[config.mk]
export PLATFORM = sky130hd
export DESIGN_NAME = load_store_unit
export DESIGN_NICKNAME = d
export VERILOG_FILES = /design/src/rtl/load_store_unit.sv
export SDC_FILE = /design/constraint.sdc
export NUM_CORES = 1
export LEC_CHECK = 0
export BUFFER_PORTS_ARGS = -buffer_cell sky130_fd_sc_hd__clkbuf_2
export CELL_PAD_IN_SITES_DETAIL_PLACEMENT = 1
export CELL_PAD_IN_SITES_GLOBAL_PLACEMENT = 2
export CORE_MARGIN = 2
export CORE_UTILIZATION = 31
export DETAILED_ROUTE_END_ITERATION = 6
export HOLD_SLACK_MARGIN = 0.08
export PLACE_DENSITY_LB_ADDON = 0.1
export SLEW_MARGIN = 20
export SYNTH_ARGS = -nofsm -noshare
export SYNTH_HDL_FRONTEND = slang
export SYNTH_SLANG_ARGS = --single-unit
[constraint.sdc]
create_clock -name clk -period 5.57 [get_ports clk]
set_input_delay 0.557 -clock clk [delete_from_list [all_inputs] [get_ports clk]]
set_output_delay 0.557 -clock clk [all_outputs]
set_load 0.01 [all_outputs]
[src/rtl/load_store_unit.sv]
// load_store_unit: MEM-stage initiator that turns pipeline load/store requests
// into word-aligned, byte-enabled data-memory transactions. An access that
// crosses a 4-byte boundary is split into two transactions. Load lanes are
// merged and sign/zero extended, and the result comes back with a one-cycle
// response pulse.
module load_store_unit #(
  parameter int ADDR_W = 32
) (
  input  logic              clk,
  input  logic              rst,
  input  logic              req_valid,
  output logic              req_ready,
  input  logic              req_we,
  input  logic [1:0]        req_type,
  input  logic              req_u,
  input  logic [ADDR_W-1:0] req_addr,
  input  logic [31:0]       req_wdata,
  output logic              rsp_valid,
  output logic [31:0]       rsp_rdata,
  output logic              mem_req,
  output logic              mem_we,
  output logic [ADDR_W-1:0] mem_addr,
  output logic [31:0]       mem_wdata,
  output logic [3:0]        mem_be,
  input  logic              mem_ack,
  input  logic [31:0]       mem_rdata
);

  typedef enum logic [1:0] {IDLE, ACC0, ACC1, RESP} state_t;

  state_t      state;

  // Request fields latched at accept time
  logic        we_q;
  logic        u_q;
  logic [1:0]  type_q;
  logic [1:0]  off_q;
  logic [31:0] wdata_q;
  logic [2:0]  hi_be_q;
  logic        split_q;
  logic [31:0] lo;

  // Values derived from the incoming request
  logic [6:0]  accept_mask;
  logic        accept_split;
  logic [31:0] accept_wdata;

  // Second-transaction write data
  logic [5:0]  hi_shift;
  logic [31:0] hi_wdata;

  // Load merge and extension
  logic [55:0] merged;
  logic [31:0] load_raw;
  logic [31:0] load_result;

  // Byte-lane mask of the access, shifted to its offset; bits 6:4 spill into the next word
  function automatic logic [6:0] lane_mask(input logic [1:0] size, input logic [1:0] off);
    logic [6:0] base;
    case (size)
      2'b00:   base = 7'b0000001;
      2'b01:   base = 7'b0000011;
      default: base = 7'b0001111;
    endcase
    return base << off;
  endfunction

  // True when the access runs past the end of its first word
  function automatic logic access_split(input logic [1:0] size, input logic [1:0] off);
    logic [2:0] n;
    case (size)
      2'b00:   n = 3'd1;
      2'b01:   n = 3'd2;
      default: n = 3'd4;
    endcase
    return ({1'b0, off} + n) > 3'd4;
  endfunction

  // Sign or zero extension of the right-justified load value
  function automatic logic [31:0] extend(input logic [31:0] raw, input logic [1:0] size,
                                         input logic u);
    logic [31:0] res;
    case (size)
      2'b00:   res = u ? {24'h0, raw[7:0]}  : {{24{raw[7]}}, raw[7:0]};
      2'b01:   res = u ? {16'h0, raw[15:0]} : {{16{raw[15]}}, raw[15:0]};
      default: res = raw;
    endcase
    return res;
  endfunction

  // Lane mask, split flag and lane-shifted write data for the request being offered
  always_comb begin
    accept_mask  = lane_mask(req_type, req_addr[1:0]);
    accept_split = access_split(req_type, req_addr[1:0]);
    accept_wdata = req_wdata << {req_addr[1:0], 3'b000};
  end

  // Upper store bytes are moved down to the low lanes of the following word
  always_comb begin
    hi_shift = {3'd4 - {1'b0, off_q}, 3'b000};
    hi_wdata = wdata_q >> hi_shift;
  end

  // Merge the final ack's read data with the captured low word and extract the access;
  // only 24 bits of the upper word can ever land in the result, since offset >= 1 when split
  always_comb begin
    merged = (state == ACC1) ? {mem_rdata[23:0], lo} : {24'h0, mem_rdata};
    case (off_q)
      2'd0:    load_raw = merged[31:0];
      2'd1:    load_raw = merged[39:8];
      2'd2:    load_raw = merged[47:16];
      default: load_raw = merged[55:24];
    endcase
    load_result = extend(load_raw, type_q, u_q);
  end

  // Main FSM: accepts a request, issues one or two memory transactions, then pulses the response
  always_ff @(posedge clk or posedge rst) begin
    if (rst) begin
      state     <= IDLE;
      req_ready <= 1'b1;
      rsp_valid <= 1'b0;
      rsp_rdata <= '0;
      mem_req   <= 1'b0;
      mem_we    <= 1'b0;
      mem_addr  <= '0;
      mem_wdata <= '0;
      mem_be    <= '0;
      we_q      <= 1'b0;
      u_q       <= 1'b0;
      type_q    <= '0;
      off_q     <= '0;
      wdata_q   <= '0;
      hi_be_q   <= '0;
      split_q   <= 1'b0;
      lo        <= '0;
    end else begin
      rsp_valid <= 1'b0;
      case (state)
        IDLE: begin
          if (req_valid) begin
            we_q      <= req_we;
            u_q       <= req_u;
            type_q    <= req_type;
            off_q     <= req_addr[1:0];
            wdata_q   <= req_wdata;
            hi_be_q   <= accept_mask[6:4];
            split_q   <= accept_split;
            lo        <= '0;
            req_ready <= 1'b0;
            mem_req   <= 1'b1;
            mem_we    <= req_we;
            mem_addr  <= {req_addr[ADDR_W-1:2], 2'b00};
            mem_be    <= accept_mask[3:0];
            mem_wdata <= accept_wdata;
            state     <= ACC0;
          end
        end
        ACC0: begin
          if (mem_ack) begin
            if (!we_q) begin
              lo <= mem_rdata;
            end
            if (split_q) begin
              mem_addr  <= mem_addr + ADDR_W'(4);
              mem_be    <= {1'b0, hi_be_q};
              mem_wdata <= hi_wdata;
              state     <= ACC1;
            end else begin
              mem_req   <= 1'b0;
              mem_we    <= 1'b0;
              mem_be    <= '0;
              mem_wdata <= '0;
              rsp_valid <= 1'b1;
              rsp_rdata <= we_q ? 32'h0 : load_result;
              state     <= RESP;
            end
          end
        end
        ACC1: begin
          if (mem_ack) begin
            mem_req   <= 1'b0;
            mem_we    <= 1'b0;
            mem_be    <= '0;
            mem_wdata <= '0;
            rsp_valid <= 1'b1;
            rsp_rdata <= we_q ? 32'h0 : load_result;
            state     <= RESP;
          end
        end
        RESP: begin
          req_ready <= 1'b1;
          state     <= IDLE;
        end
        default: begin
          req_ready <= 1'b1;
          mem_req   <= 1'b0;
          state     <= IDLE;
        end
      endcase
    end
  end

endmodule

==> metrics <==
Main synth FF type dfrtp_1; Flop pwr share 32.0%; antenna fix cells 0; post-route ant nets 0; Clock Latency Late Sink 0.45 ns; relative slew slack 18.4%; Synth Area in Compound Gates 24.0%; io pins 208; largest family of logic cells by synthesized area compound AO/OA/AOI/OAI gates; post-synthesis simple-gate area fraction between 10% and 20%; # rows 66; CP startpoint kind flop; Syn Std Cell Area 10300 sq um; crit path max fanout between 50 and 60; # nets final approximately 1400; core region area 32500 sq um; Layout Area Growth over Synthesis 19.2%; DRC errors left 0; combinational share of power 52.5%; Crit Reg-Reg Startpoint state[1]$_DFFE_PP0P_; clock network fraction of design power 15.5%; WL met3 1800 um; drt first pass iters 5; Worst path max stage delay 0.63 ns; Die X 186 um; Setup TNS 0 ns; CTS buffer count 17; post-synthesis cell count 1092; Worst EP required around 6 ns; switching part of the total 46.5%; Worst-path clk slew approximately 0.070 ns; Switch Pwr 3650 uW; total power a little under 8000 uW; largest net degree at the start of global routing 136; Routed met2 length 16500 um; worst ir drop on vdd between 0.3 and 0.4 mV; critical path type reg -> reg; crit path time final 3.34 ns; vias per inst 5.48; fillcell total 3848; Worst Skew between 0.009 and 0.01 ns; H-tree levels 4; Power Density 643 nW/um^2; Root Driver clkbuf_16; Worst setup EP type flop; # setup viols final 0; Post-CTS Hold Buffers 0; CTS tree done; final setup margin 2.23 ns; post-synthesis sequential area ratio between 40 and 50%; Metal-1 WL 17900 um; final period utilization 60.0%; max-slew violations 0; die area 34600 sq um; die height 186 um; distinct cell type count after synthesis 64; share of layout cells above drive strength 1 just under 30%; initial antenna violation count 1; initial drt markers between 600 and 700; vias in the first global route 9343; total global-route track usage approximately a fifth; DR WL/cell 21.7 um; Synth Area per Inst 9.40 sq um; cell leakage power 0.00548 uW; post-detail-place hpwl 25300 um; Reg2Reg Depth 7; ys async rst share between 90% and 100%; slowest stage cell, crit path a21oi_2; worst path arrival time approximately 3.7 ns; Starting Density 31.5%; routed wire length 36800 um; crit path cell chain inv_1, ha_4, nor2b_1, a2bb2oi_4, or4_1, a21oi_2, or2_2; xor/xnor share of the synthesized area less than 1%; number of max-cap violations 0; mux cell area share after synthesis 12.4%; post-place setup slack 2.19 ns; Pint ~4200 uW; status finished clean; Worst R2R End rsp_rdata[24]$_DFFE_PP0P_; WHS a little over 0.3 ns; Num Clock Sinks about 180; highest routed layer met5; Max Root-Sink Buffers 2; port bufs around 210; Placer Congestion 0.773; DR vias 9287; r2r setup slk around 2.2 ns; Final Hold Fails 0; # Post-CTS Setup Buffers 0; Resized cells post-CTS 0; Synth Area in Adders under 10%; Remaining Overflow, GRT 0; Hold WC Path Type in -> async; worst-margin pin slew 1.19 ns; Post-synth EDFFs 0; RSZ-0062 raised after global routing no; fmax 299 MHz; Synth warnings 0; first-pass GRT wire length 56400 um; Synth Register Bits between 150 and 200; post-layout util 37.6%
==> synth_stat cells (all sizes together), types with 13 or more instances <==
master	n	area (sq um)
mux2	80	901
nand2	124	468
a21oi	96	484
inv	16	60.1
nand3	20	100
a211o	19	166
a2bb2oi	14	123
a22oi	31	233
buf	24	120
nor2	80	303
nand4	13	81.3
dfrtp	177	4430
clkbuf	71	267
mux2i	37	370
a32oi	15	131
o21ai	75	375
nand2b	16	100
a221o	17	170
==> layout make-up <==
class	instances	area [sq um]	share of cell area, %
Clock buffer	18	439	3.59
Clock inverter	14	131	1.07
Inverter	16	67.6	0.552
Multi-Input combinational cell	804	5430	44.4
Sequential cell	178	4460	36.4
Tap cell	442	553	4.52
Timing Repair Buffer	222	1150	9.43
==> power groups by stage <==
stage          Sequential (uW)  Clock (uW)  Combinational (uW)
5_1_grt                   2620        1300                4570
3_3_place_gp              2530           0                4090
6_report                  2510        1220                4130
2_1_floorplan             2480           0                2750
4_1_cts                   2520        1260                4170
3_5_place_dp              2540           0                4160
==> cell usage in the layout (no fill, tap or decap), types with 9 or more instances in the layout <==
master	synthesis	routed
a222oi_1	9	9
nor2_1	79	79
mux2i_1	37	37
and3_1	9	9
o21a_1	9	9
clkbuf_2	0	205
mux2_2	80	80
dfrtp_1	177	177
nor3_1	11	10
nand2b_1	16	15
ha_1	11	9
a211oi_1	9	9
nand3_1	20	20
a2bb2oi_1	14	13
o21ai_0	75	75
clkbuf_16	0	17
a221o_1	17	17
inv_1	16	15
nand4_1	13	13
nor2b_1	12	12
a21o_1	10	10
a22oi_1	31	31
nand2_1	123	122
o22ai_1	12	12
a21oi_1	95	94
buf_4	4	17
a32oi_1	15	15
a211o_1	19	19
==> cell families (layout without fill, tap and decap cells) <==
| group | after synthesis | after routing |
|---|---|---|
| buffers and inverters | 111 | 270 |
| XOR/XNOR | 1 | 1 |
| multiplexers | 117 | 117 |
| AO/OA/AOI/OAI | 360 | 360 |
| AND/OR/NAND/NOR | 312 | 312 |
| adder cells (fa/ha/maj) | 12 | 12 |
| other | 1 | 2 |
| flip-flops | 178 | 178 |
==> metal layers <==
| layer | vias up | global-route usage (%) |
|---|---|---|
| met2 | 226 | 32.5 |
| li1 | 4338 | - |
| met5 | - | 0 |
| met3 | 31 | 3.74 |
| met4 | 2 | 6.17 |
| met1 | 4690 | 31.0 |
==> worst max-delay path, delay by kind of cell, from the launching register on <==
family,cells,cell delay [ns]
and+or+nand+nor,3,1.16
adders and majority gates,1,0.59
buffers and inverters,1,0.14
AOI/OAI and AO/OA,2,0.90
DFF,1,0.44
==> flip-flops by register name, summed over array words and instances (netlist names), 3 cells and up <==
signal and flops:
mem_addr 30, mem_be 4, hi_be_q 3, mem_wdata 32
lo 32, rsp_rdata 32, wdata_q 32
==> worst max path at each step <==
stage / cells after the start / slack (ns) / endpoint / from
2_1_floorplan: 1 / 0.18 / hi_be_q[0]$_DFFE_PP0P_ / rst
3_3_place_gp: 7 / 2.31 / rsp_rdata[27]$_DFFE_PP0P_ / state[1]$_DFFE_PP0P_
3_5_place_dp: 6 / 2.19 / lo[28]$_DFFE_PP0P_ / state[1]$_DFFE_PP0P_
4_1_cts: 7 / 2.21 / rsp_rdata[30]$_DFFE_PP0P_ / state[1]$_DFFE_PP0P_
5_1_grt: 7 / 2.01 / rsp_rdata[24]$_DFFE_PP0P_ / state[1]$_DFFE_PP0P_
6_report: 7 / 2.23 / rsp_rdata[24]$_DFFE_PP0P_ / state[1]$_DFFE_PP0P_
==> through the flow <==
step                cell area, sq um  instances
floorplan                      10300       1093
global placement               11700       1662
detailed placement             11700       1662
CTS                            12200       1694
global route                   12200       1694
finish                         12200       1694
(Power assumes the default switching activity.)
